<file path="src/rtl/dn_router.sv">
// dn_router: routes the HPS ioctl download stream onto BIOS / sprite / music write strobes, with limits, stats and CPU hold.
// One-cycle write latency, no backpressure (every ioctl_wr is taken or dropped); DN_ROUTER_CHECKSUM_EN adds a data checksum.
module dn_router #(
  parameter int unsigned       ADDR_W       = 17,
  parameter logic [ADDR_W-1:0] BIOS_LIMIT   = 17'h10000,
  parameter logic [ADDR_W-1:0] SPRITE_LIMIT = 17'h08000,
  parameter logic [ADDR_W-1:0] MUSIC_LIMIT  = 17'h1FFFF,
  parameter int unsigned       HOLD_CYCLES  = 16
) (
  input  logic              clk_sys,
  input  logic              reset_n,
  input  logic              ioctl_download,
  input  logic              ioctl_wr,
  input  logic [24:0]       ioctl_addr,
  input  logic [7:0]        ioctl_dout,
  input  logic [7:0]        ioctl_index,
  output logic [ADDR_W-1:0] dn_addr,
  output logic [7:0]        dn_data,
  output logic              dn_wr_bios,
  output logic              dn_wr_sprite,
  output logic              dn_wr_music,
  output logic [7:0]        dn_index,
  output logic              cpu_hold,
  output logic              busy,
  output logic              done,
  output logic              overflow,
  output logic [17:0]       byte_count,
  output logic [7:0]        checksum
);

  localparam int unsigned CNT_W   = (HOLD_CYCLES > 2) ? $clog2(HOLD_CYCLES) : 1;
  localparam logic [1:0]  S_IDLE  = 2'd0;
  localparam logic [1:0]  S_LOAD  = 2'd1;
  localparam logic [1:0]  S_FLUSH = 2'd2;
  localparam logic [17:0] CNT_MAX = 18'h3FFFF;

  logic [1:0]        state_q, state_d;
  logic [CNT_W-1:0]  hold_q, hold_d;
  logic              download_q, seen_low_q;
  logic [7:0]        index_q, index_d;
  logic [ADDR_W-1:0] addr_q, addr_d;
  logic [7:0]        data_q, data_d;
  logic              wr_bios_q, wr_sprite_q, wr_music_q;
  logic              done_q, done_d;
  logic              ovf_q, ovf_d;
  logic [17:0]       count_q, count_d;
  logic              start, stop, active;
  logic [7:0]        cur_index;
  logic              sel_bios, sel_sprite, sel_music;
  logic              wr_req, in_range, accept;
  logic [24:0]       limit;

  // seen_low_q keeps a download left high across reset from posing as a new session.
  always_comb begin
    start      = ioctl_download & ~download_q & seen_low_q;
    stop       = ~ioctl_download & download_q;
    active     = start | (state_q == S_LOAD);
    cur_index  = start ? ioctl_index : index_q;
    sel_bios   = (cur_index == 8'd0) | (cur_index == 8'd1);
    sel_sprite = (cur_index == 8'd3);
    sel_music  = (cur_index == 8'd4);
    limit      = '0;
    if (sel_bios)        limit = 25'(BIOS_LIMIT);
    else if (sel_sprite) limit = 25'(SPRITE_LIMIT);
    else if (sel_music)  limit = 25'(MUSIC_LIMIT);
    wr_req   = ioctl_wr & ioctl_download & active & (sel_bios | sel_sprite | sel_music);
    in_range = (ioctl_addr < limit);
    accept   = wr_req & in_range;
  end

  always_comb begin
    state_d = state_q;
    hold_d  = hold_q;
    done_d  = 1'b0;
    index_d = index_q;
    if (start) begin
      state_d = S_LOAD;
      index_d = ioctl_index;
    end else begin
      case (state_q)
        S_LOAD: begin
          if (stop) begin
            state_d = S_FLUSH;
            hold_d  = CNT_W'(HOLD_CYCLES - 1);
          end
        end
        S_FLUSH: begin
          if (hold_q == '0) begin
            state_d = S_IDLE;
            done_d  = 1'b1;
          end else begin
            hold_d = hold_q - 1'b1;
          end
        end
        default: ;
      endcase
    end
  end

  always_comb begin
    ovf_d   = (start ? 1'b0 : ovf_q) | (wr_req & ~in_range);
    count_d = start ? '0 : count_q;
    if (accept && (count_d != CNT_MAX)) count_d = count_d + 18'd1;
    addr_d  = accept ? ioctl_addr[ADDR_W-1:0] : addr_q;
    data_d  = accept ? ioctl_dout : data_q;
  end

  always_ff @(posedge clk_sys or negedge reset_n) begin
    if (!reset_n) begin
      state_q     <= S_IDLE;
      hold_q      <= '0;
      download_q  <= 1'b0;
      seen_low_q  <= 1'b0;
      index_q     <= '0;
      addr_q      <= '0;
      data_q      <= '0;
      wr_bios_q   <= 1'b0;
      wr_sprite_q <= 1'b0;
      wr_music_q  <= 1'b0;
      done_q      <= 1'b0;
      ovf_q       <= 1'b0;
      count_q     <= '0;
    end else begin
      state_q     <= state_d;
      hold_q      <= hold_d;
      download_q  <= ioctl_download;
      seen_low_q  <= seen_low_q | ~ioctl_download;
      index_q     <= index_d;
      addr_q      <= addr_d;
      data_q      <= data_d;
      wr_bios_q   <= accept & sel_bios;
      wr_sprite_q <= accept & sel_sprite;
      wr_music_q  <= accept & sel_music;
      done_q      <= done_d;
      ovf_q       <= ovf_d;
      count_q     <= count_d;
    end
  end

`ifdef DN_ROUTER_CHECKSUM_EN
  logic [7:0] sum_q, sum_d;

  always_comb begin
    sum_d = start ? 8'h00 : sum_q;
    if (accept) sum_d = sum_d + ioctl_dout;
  end

  always_ff @(posedge clk_sys or negedge reset_n) begin
    if (!reset_n) sum_q <= '0;
    else          sum_q <= sum_d;
  end

  assign checksum = sum_q;
`else
  assign checksum = 8'h00;
`endif

  assign busy         = (state_q != S_IDLE);
  assign cpu_hold     = busy & (index_q < 8'd2);
  assign dn_addr      = addr_q;
  assign dn_data      = data_q;
  assign dn_wr_bios   = wr_bios_q;
  assign dn_wr_sprite = wr_sprite_q;
  assign dn_wr_music  = wr_music_q;
  assign dn_index     = index_q;
  assign done         = done_q;
  assign overflow     = ovf_q;
  assign byte_count   = count_q;

endmodule

</file>
<file path="config.mk">
export PLATFORM = sky130hd
export DESIGN_NAME = dn_router
export DESIGN_NICKNAME = d
export VERILOG_FILES = /design/src/rtl/dn_router.sv
export SDC_FILE = /design/constraint.sdc
export NUM_CORES = 1
export LEC_CHECK = 0
export CORE_MARGIN = 2
export CORE_UTILIZATION = 35
export CTS_BUF_LIST = sky130_fd_sc_hd__clkbuf_4 sky130_fd_sc_hd__clkbuf_8
export DETAILED_ROUTE_END_ITERATION = 12
export PLACE_DENSITY = 0.73
export SYNTH_ARGS = -nofsm -noshare
export SYNTH_HDL_FRONTEND = slang
export SYNTH_SLANG_ARGS = --single-unit
export TNS_END_PERCENT = 100
</file>
<file path="constraint.sdc">
create_clock -name clk_sys -period 4.4 [get_ports clk_sys]
set_input_delay 1.32 -clock clk_sys [delete_from_list [all_inputs] [get_ports clk_sys]]
set_output_delay 1.32 -clock clk_sys [all_outputs]
set_load 0.1 [all_outputs]
</file>
==> run metrics, run 1 <==
status=complete, but fails checks; failing checks=setup timing; Final min period=4.48 ns; CP cell instances=clkdlybuf4s15_1 > or3b_4 > o32ai_4 > nand3_4 > buf_6 > ha_1 > nand2_1 > or3_1 > a221o_1 > a2111oi_4 > or3_4 > buf_6 > clkbuf_16 > mux2_4; final worst-path cycle share=102%; Area Overhead vs Synth=60.7%; final setup fails=25; worst skew pair latency=0.34 ns; DRT Pass-1 Iters=4; unrepaired setup endpoints after global routing=true; port bufs=102; GPL Wtd Cong=0.813; Placed Instances=571; Synth Register Bits=64; worst path required time=4.62 ns; most frequent cells in the layout=clkdlybuf4s50_1, dfrtp_1, nand2_1; Crit path top cell by count=buf_6; commonest non-fill, non-tap cell in the layout=clkdlybuf4s50_1; Synth Area in Simple Gates=20.5%; CTS Sinks=64; cells after synthesis=325; post-route non-filler standard cell count=601; largest net degree at the start of global routing=35; Clock Tree Root=clkbuf_8; fillers=750; critical setup path kind=primary input to flip-flop; Final Hold Fails=0; synthesized area=3390 um^2; vias=3052; fmax=0.223 GHz; core area=9330 um^2; CP Capture Type=flip-flop; slew margin rel.=31.5%; vias per std cell=5.08; setup TNS=-1.25 ns; Post-DP HPWL=6320 um; layout cells sized above 1=28.6%; PnR worst setup slack=-0.0767 ns; initial core utilization=36.3%; Row Count=35; critical path peak fanout=7; initial antenna violation count=0; CTS tree=built; hold_buf cts=0; Crit-path slowest cell=or3b_4; vias in the first global route=3072; CTS buffer count=9; Max Clock Skew=0.00863 ns; Synth Warn #=0; routed wire length=9740 um; buffer depth of the longest clock path=2; die area=10500 um^2; number of flops mapped to enable cells by yosys=0; WHS=0.491 ns; asr flop ratio synth=100%; syn avg cell area=10.4 um^2; Unique masters post-synth=51; Routed Antenna Nets=0; Clock Pin Slew Worst Setup and Hold Paths=0.06 ns; Die X=102 um; Diodes inserted=0; DRT iter0 DRCs=73; DIE HEIGHT=102 um; # IOs=111; Largest stage delay, worst path=0.43 ns; Most used DFF post-synth=dfrtp_1; Worst Path Arrival=4.69 ns; Total GRT Usage=17.7%; compound-gate portion of the synthesized area=9.60%; PD cells=264 nW/um^2; Worst Tran Pin Value=1.02 ns; pre-CTS setup slack=-0.757 ns; NumNets Final=532; startpoint types=primary input; mux contribution to synthesized area=9.82%; Max Cap Violations=0; grt ovf=0; worst vdd ir=138 uV; global-route wire length before repair=14500 um; sequential share of the synthesized area=47.3%; DRC violations left=0; post-synthesis adder-cell area fraction=7.02%; H-tree depth=3; Pleak=2.39 nW; wire per inst=16.2 um; Final Max Slew Viols=0; main combinational cell family by area after synthesis=simple AND/OR/NAND/NOR gates; Hold WC Path Type=flip-flop to flip-flop; Post-Synth XOR/XNOR Area=1.03%
[sequential cells by signal, indices dropped and copies added (netlist names), 2 cells and up]
name,cells
state_q,2
dn_addr,17
dn_index,8
hold_q,4
byte_count,18
dn_data,8
[report_power, final]
| group | leakage (nW) | internal (W) | switching (W) | total [W] |
|---|---|---|---|---|
| registers | 0.850 | 0.000614 | 0.0000293 | 0.000644 |
| clock network | 0.0889 | 0.000202 | 0.000219 | 0.000422 |
| logic | 1.45 | 0.000132 | 0.000240 | 0.000372 |
| total | 2.39 | 0.000949 | 0.000489 | 0.00144 |
[path summary, 6_finish.rpt]
path / startpoint / endpoint / slack (ns) / depth (start not counted)
hold / removal: seen_low_q / seen_low_q / 0.49 / 1
min in group asynchronous: reset_n / byte_count[7] / 1.02 / 1
setup reg to reg: dn_index[3] / dn_data[4] / 0.23 / 14
hold reg to reg: seen_low_q / seen_low_q / 0.49 / 1
setup / recovery: ioctl_index[1] / dn_data[4] / -0.08 / 14
max in group asynchronous: reset_n / state_q[1] / 2.45 / 2
[worst max-delay path, delay by kind of cell]
kind | cells | cell delay (ns)
compound gates | 3 | 0.86
fa+ha+maj | 1 | 0.29
buf+inv | 4 | 0.63
mux | 1 | 0.29
simple gates | 5 | 1.29
[timing repair]
action,in CTS,in global routing
buffers inserted,5,7
gates resized for setup,36,69
setup endpoints to repair,45,42
pin swaps,14,23
cloned,2,3
[stage by stage]
step           utilization (%)  area [um^2]  power, W
3_5_place_dp              50.9         4740  0.000998
4_1_cts                   54.3         5070   0.00143
5_1_grt                   58.4         5450   0.00151
6_report                  58.4         5450   0.00144
2_1_floorplan                -         3470  0.000876
3_3_place_gp              50.9         4740  0.000988
[synthesized netlist by cell type (3+ instances only)]
cell type / instances / area, um^2
a21oi_1: 20 / 100
and2_1: 6 / 37.5
and3_1: 4 / 25.0
buf_4: 14 / 105
dfrtp_1: 64 / 1600
ha_1: 19 / 238
inv_1: 6 / 22.5
mux2_2: 26 / 293
mux2i_1: 4 / 40.0
nand2_1: 44 / 165
nand2b_1: 5 / 31.3
nand3_1: 9 / 45.0
nand4_1: 10 / 62.6
nor2_1: 13 / 48.8
nor3_1: 6 / 30.0
nor4_1: 6 / 37.5
o21ai_0: 12 / 60.1
or3_1: 10 / 62.6
or4_1: 3 / 22.5
xor2_1: 3 / 26.3
[final cells by class]
type	instances	area [um^2]	area share, %
multi-input cells	242	2030	37.4
flip-flops and latches	64	1600	29.4
repair buffers	145	1470	27.0
well taps	129	161	2.96
clock buffers	10	131	2.41
clock inverters	5	25.0	0.459
inverters	6	22.5	0.414
[logic make-up after synthesis]
kind of cell / Yosys count
other: 1
flip-flops: 64
XOR/XNOR: 4
AND/OR/NAND/NOR: 130
multiplexers: 30
buffers and inverters: 26
adder cells (fa/ha/maj): 19
AO/OA/AOI/OAI: 51
[layer usage]
metal | vias to the layer above | global-route usage [%] | wire [um]
li1 | 1449 | - | -
met1 | 1496 | 22.4 | 4290
met2 | 90 | 29.3 | 4770
met3 | 17 | 4.31 | 461
met4 | 0 | 7.08 | 214
met5 | - | 0 | 0
No activity file was read; power rests on OpenSTA's default activity.
==> run 2, diff against run 1 <==
Settings changed: CORE_UTILIZATION 35 to 40, PLACE_DENSITY 0.73 to 0.8, SETUP_SLACK_MARGIN set to 0.3.
==> run metrics, run 2 (synthesis gave the netlist of run 1 again) <==
status=finished, final reports clean (was complete, but fails checks); Final Cell Area=5450 um^2 (about the same); Pleak=2.42 nW (was 2.39 nW); Max Clock Skew=0.0142 ns (was 0.00863 ns); global-route wire length before repair=15300 um (was 14500 um); CP Capture Type=flip-flop (unchanged); hold endpoint=overflow (was seen_low_q); fmax=0.231 GHz (was 0.223 GHz); worst vdd ir=218 uV (was 138 uV); NumNets Final=539 (was 532); Hold WC Path Type=flip-flop to flip-flop (unchanged); slew margin rel.=33.4% (was 31.5%); Area Overhead vs Synth=60.7% (about the same); r2r worst-path depth=14 (unchanged); Final Hold Fails=0 (unchanged); port bufs=102 (unchanged); CTS buffer count=9 (unchanged); initial core utilization=41.2% (was 36.3%); Largest register FFs=18 (unchanged); worst skew pair latency=0.35 ns (was 0.34 ns); most frequent cells in the layout=clkdlybuf4s50_1, dfrtp_1, nand2_1 (unchanged); critical setup path kind=primary input to flip-flop (unchanged); CTS Sinks=64 (unchanged); Final Max Slew Viols=0 (unchanged); Row Count=33 (was 35); final setup fails=0 (was 25); Worst Tran Pin Value=0.995 ns (was 1.02 ns); critical path peak fanout=8 (was 7); commonest non-fill, non-tap cell in the layout=clkdlybuf4s50_1 (unchanged); routed wire length=9720 um (was 9740 um); vias per std cell=5.37 (was 5.08); Placed Instances=551 (was 571); post-layout util=66.3% (was 58.4%); PD cells=291 nW/um^2 (was 264 nW/um^2); Clock Tree Root=clkbuf_8 (unchanged); DRT iter0 DRCs=122 (was 73); HP Start=overflow (was seen_low_q); reg2reg end=byte_count[1] (was dn_data[4]); die area=9220 um^2 (was 10500 um^2); Die X=96.0 um (was 102 um); Total GRT Usage=21.7% (was 17.7%); CTS tree=built (unchanged); core area=8220 um^2 (was 9330 um^2); Clock Pin Slew Worst Setup and Hold Paths=0.07 ns (was 0.06 ns); post-route non-filler standard cell count=585 (was 601); hold_buf cts=0 (unchanged); Worst Path Arrival=4.56 ns (was 4.69 ns); grt ovf=0 (unchanged); Post-DP HPWL=6680 um (was 6320 um); vias=3143 (was 3052); buffer depth of the longest clock path=2 (unchanged); H-tree depth=3 (unchanged); FF-to-FF Start=dn_index[3] (unchanged); fillers=641 (was 750); DIE HEIGHT=96.0 um (was 102 um); Power, Total=0.00158 W (was 0.00144 W); wire per inst=16.6 um (was 16.2 um); DRT Pass-1 Iters=5 (was 4); DRC violations left=0 (unchanged); worst reg2reg setup slack=0.28 ns (was 0.23 ns); hold path cells=2 (was 1); Cell Area, Placed=4930 um^2 (was 4740 um^2); # IOs=111 (unchanged); Routed Antenna Nets=0 (unchanged); Final min period=4.34 ns (was 4.48 ns); vias in the first global route=3189 (was 3072); GPL Wtd Cong=0.866 (was 0.813); startpoint types=primary input (unchanged); layout cells sized above 1=27.9% (was 28.6%); largest net degree at the start of global routing=40 (was 35); initial antenna violation count=0 (unchanged); Diodes inserted=0 (unchanged); final worst-path cycle share=98.6% (was 102%); unrepaired setup endpoints after global routing=true (unchanged); crit path from=ioctl_index[1] (unchanged); Max Cap Violations=0 (unchanged); worst path required time=4.62 ns (about the same)
-- run 2: cell types whose count changed in the layout (fill, tap and decap cells not counted), moves of 3 or more --
| cell | change |
|---|---|
| buf_6 | +7 |
| a21oi_1 | +4 |
| a21oi_2 | -4 |
| buf_2 | +4 |
| clkbuf_16 | -3 |
| clkdlybuf4s15_1 | -3 |
| clkinv_2 | -3 |
| nand2_1 | +3 |
| or4_1 | +3 |
| or4_4 | -3 |
-- run 2: per-stage QoR --
| stage | setup WS (ns) | hold WS (ns) | setup TNS [ns] |
|---|---|---|---|
| finish | 0.0624 | 0.503 | 0 |
| global route | -0.0773 | 0.510 | -0.561 |
| CTS | 0.0670 | 0.498 | 0 |
| detailed placement | -0.759 | 0.477 | -30.04 |
| global placement | -0.616 | 0.465 | -25.11 |
| floorplan | 0.0684 | 0.449 | 0 |
-- run 2: layout make-up --
class	instances	area (um^2)	area share [%]
repair buffers	151	1480	27.2
multi-input cells	243	1990	36.5
clock buffers	9	124	2.27
well taps	105	131	2.41
clock inverters	7	95.1	1.75
flip-flops and latches	64	1600	29.4
inverters	6	22.5	0.414
-- run 2: worst max path at each step --
stage	depth (start not counted)	endpoint	slack (ns)
floorplan	12	dn_addr[0]	0.07
global placement	14	byte_count[15]	-0.62
detailed placement	14	byte_count[15]	-0.76
CTS	15	byte_count[1]	0.07
global route	16	byte_count[4]	-0.08
finish	14	byte_count[1]	0.06
-- run 2: critical path, stage by stage --
cell	delay, ns
buf_2	0.11
or3b_4	0.42
o32ai_4	0.15
nand3_4	0.21
buf_6	0.18
ha_4	0.26
nand4_1	0.08
or3_1	0.39
a221o_1	0.31
a2111oi_4	0.37
or3_4	0.28
buf_12	0.14
nor2_4	0.04
mux2_4	0.30
-- run 2: power by group --
group	switching, W	internal [W]	leakage, nW
logic	0.000240	0.000134	1.46
registers	0.0000295	0.000614	0.850
clock network	0.000247	0.000320	0.110
total	0.000517	0.00107	2.42
-- run 2: metal layers --
metal,up-vias,track usage (%),share of wire (%)
li1,1466,-,-
met5,-,0,0
met1,1541,26.8,42
met3,12,5.72,6.6
met2,124,37.8,51
met4,0,5.24,0.98
-- run 2: repair_timing --
| action | 4_1_cts | 5_1_grt |
|---|---|---|
| gates resized for setup | 53 | 10 |
| pin swaps | 21 | 8 |
| cloned | 2 | 0 |
| setup endpoints to repair | 47 | 47 |
| hold endpoints to repair | 0 | 0 |
| setup buffers | 15 | 1 |
==> run 3, diff against run 2 <==
Settings changed: CELL_PAD_IN_SITES_DETAIL_PLACEMENT set to 0, CELL_PAD_IN_SITES_GLOBAL_PLACEMENT set to 1, CORE_UTILIZATION 40 to 36, PLACE_DENSITY 0.8 to 0.91.
==> run metrics, run 3 (synthesis gave the netlist of run 1 again) <==
status=complete, but fails checks (was finished, final reports clean); failing checks=setup timing; pre-CTS setup slack=-0.811 ns (was -0.759 ns); post-route non-filler standard cell count=603 (was 585); slew margin rel.=31.1% (was 33.4%); Clock Pin Slew Worst Setup and Hold Paths=0.08 ns (was 0.07 ns); Power, Total=0.00148 W (was 0.00158 W); vias=3155 (was 3143); CP Capture Type=flip-flop (unchanged); wire per inst=16.6 um (about the same); PnR worst setup slack=-0.0739 ns (was 0.0624 ns); largest net degree at the start of global routing=45 (was 40); CP cell instances=buf_6 > nor4_4 > nand2_1 > o32ai_4 > buf_6 > nand3_4 > ha_1 > nand2_1 > or3_1 > a221o_1 > a2111oi_4 > or3_4 > buf_12 > buf_12 > buf_8 > buf_12 > buf_16 > nor4_2 > o21a_1 (was buf_2 > or3b_4 > o32ai_4 > nand3_4 > buf_6 > ha_4 > nand4_1 > or3_1 > a221o_1 > a2111oi_4 > or3_4 > buf_12 > nor2_4 > mux2_4); unrepaired setup endpoints after global routing=true (unchanged); Largest register FFs=18 (unchanged); worst skew pair latency=0.34 ns (was 0.35 ns); critical path peak fanout=7 (was 8); CTS tree=built (unchanged); vias per std cell=5.23 (was 5.37); PD cells=261 nW/um^2 (was 291 nW/um^2); worst path required time=4.63 ns (was 4.62 ns); Crit path top cell by count=buf_12; DRT Pass-1 Iters=4 (was 5); Area Overhead vs Synth=67.1% (was 60.7%); Final Hold Fails=0 (unchanged); CTS Sinks=64 (unchanged); routed wire length=10000 um (was 9720 um); fmax=0.224 GHz (was 0.231 GHz); H-tree depth=3 (unchanged); Pleak=2.51 nW (was 2.42 nW); initial core utilization=36.8% (was 41.2%); DIE HEIGHT=101 um (was 96.0 um); grt ovf=0 (unchanged); most frequent cells in the layout=clkdlybuf4s50_1, dfrtp_1, nand2_1, buf_4, mux2_4 (was clkdlybuf4s50_1, dfrtp_1, nand2_1); r2r worst-path depth=19 (was 14); Final Cell Area=5660 um^2 (was 5450 um^2); Post-DP HPWL=6450 um (was 6680 um); global-route wire length before repair=16200 um (was 15300 um); Crit-path slowest cell=or3_1 (was or3b_4); layout cells sized above 1=30.5% (was 27.9%); die area=10200 um^2 (was 9220 um^2); Final min period=4.47 ns (was 4.34 ns); buffer depth of the longest clock path=2 (unchanged); Cell Area, Placed=4910 um^2 (was 4930 um^2); final setup fails=21 (was 0); Die X=101 um (was 96.0 um); post-layout util=61.6% (was 66.3%); Routed Antenna Nets=0 (unchanged); GPL Wtd Cong=0.792 (was 0.866); Max Clock Skew=0.0122 ns (was 0.0142 ns); commonest non-fill, non-tap cell in the layout=clkdlybuf4s50_1 (unchanged); core area=9200 um^2 (was 8220 um^2); # IOs=111 (unchanged); Placed Instances=554 (was 551); final worst-path cycle share=102% (was 98.6%); Largest stage delay, worst path=0.36 ns (was 0.42 ns); port bufs=102 (unchanged); Final Max Slew Viols=0 (unchanged); hold path cells=2 (unchanged); NumNets Final=550 (was 539); Worst Tran Pin Value=1.03 ns (was 0.995 ns); critical setup path kind=primary input to flip-flop (unchanged); Clock Tree Root=clkbuf_8 (unchanged); initial antenna violation count=0 (unchanged); Total GRT Usage=20.1% (was 21.7%); Row Count=35 (was 33); Max Cap Violations=0 (unchanged); DRT iter0 DRCs=141 (was 122); worst vdd ir=214 uV (was 218 uV); CTS buffer count=9 (unchanged); DRC violations left=0 (unchanged); Hold WC Path Type=flip-flop to flip-flop (unchanged); vias in the first global route=3285 (was 3189); startpoint types=primary input (unchanged); Worst Path Arrival=4.71 ns (was 4.56 ns)
## run 3: cell types whose count changed in the layout (fill, tap and decap cells not counted), sizes merged
cell,previous run,this run
clkdlybuf4s50,92,91
diode,0,1
inv,7,6
buf,58,68
dlymetal6s2s,0,1
clkinvlp,1,4
bufinv,2,0
or3,12,11
nand3,9,11
## run 3: routing by layer
layer	up-vias	routed length [um]	global-route usage, %
met5	-	0	0
li1	1493	-	-
met1	1538	4270	24.9
met3	17	614	5.20
met2	107	4980	34.4
met4	0	177	5.93
## run 3: final cells by class
class,instances,area (um^2)
clock buffer,9,124
clock inverter,7,48.8
inverter,6,22.5
sequential,64,1600
fill,751,3540
tap,111,139
timing repair buffer,161,1670
antenna,1,2.50
multi-input combinational,244,2050
## run 3: what timing repair did
action                     4_1_cts  5_1_grt
pin swaps                       33       29
resized for setup               60       17
gates cloned                     8        0
setup endpoints to repair       47       47
hold endpoints to repair         0        0
hold buffers                     0        0
buffers inserted                19        5
## run 3: report_power, final
part           internal, W  total, W  switching (W)
registers         0.000614  0.000644      0.0000297
logic             0.000136  0.000380       0.000243
clock network     0.000203  0.000453       0.000250
## run 3: final timing paths
path / from / end / slack [ns]
max: ioctl_index[7] / byte_count[13] / -0.07
min: overflow / overflow / 0.49
max reg2reg: dn_index[3] / byte_count[13] / 0.39
min reg2reg: overflow / overflow / 0.49
max in group asynchronous: reset_n / byte_count[7] / 2.38
min in group asynchronous: reset_n / dn_addr[3] / 1.14
## run 3: stage by stage
step	setup TNS [ns]	hold slack (ns)
after floorplan	0	0.449
after global placement	-25.23	0.465
after detailed placement	-30.09	0.484
after CTS	-1.54	0.502
after global routing	-5.39	0.525
final	-0.777	0.493
## run 3: critical path: cells and delay by family
family / cells / cell delay (ns)
and+or+nand+nor: 7 / 1.28
AOI/OAI and AO/OA: 4 / 0.96
buffers and inverters: 7 / 0.81
adders and majority gates: 1 / 0.33
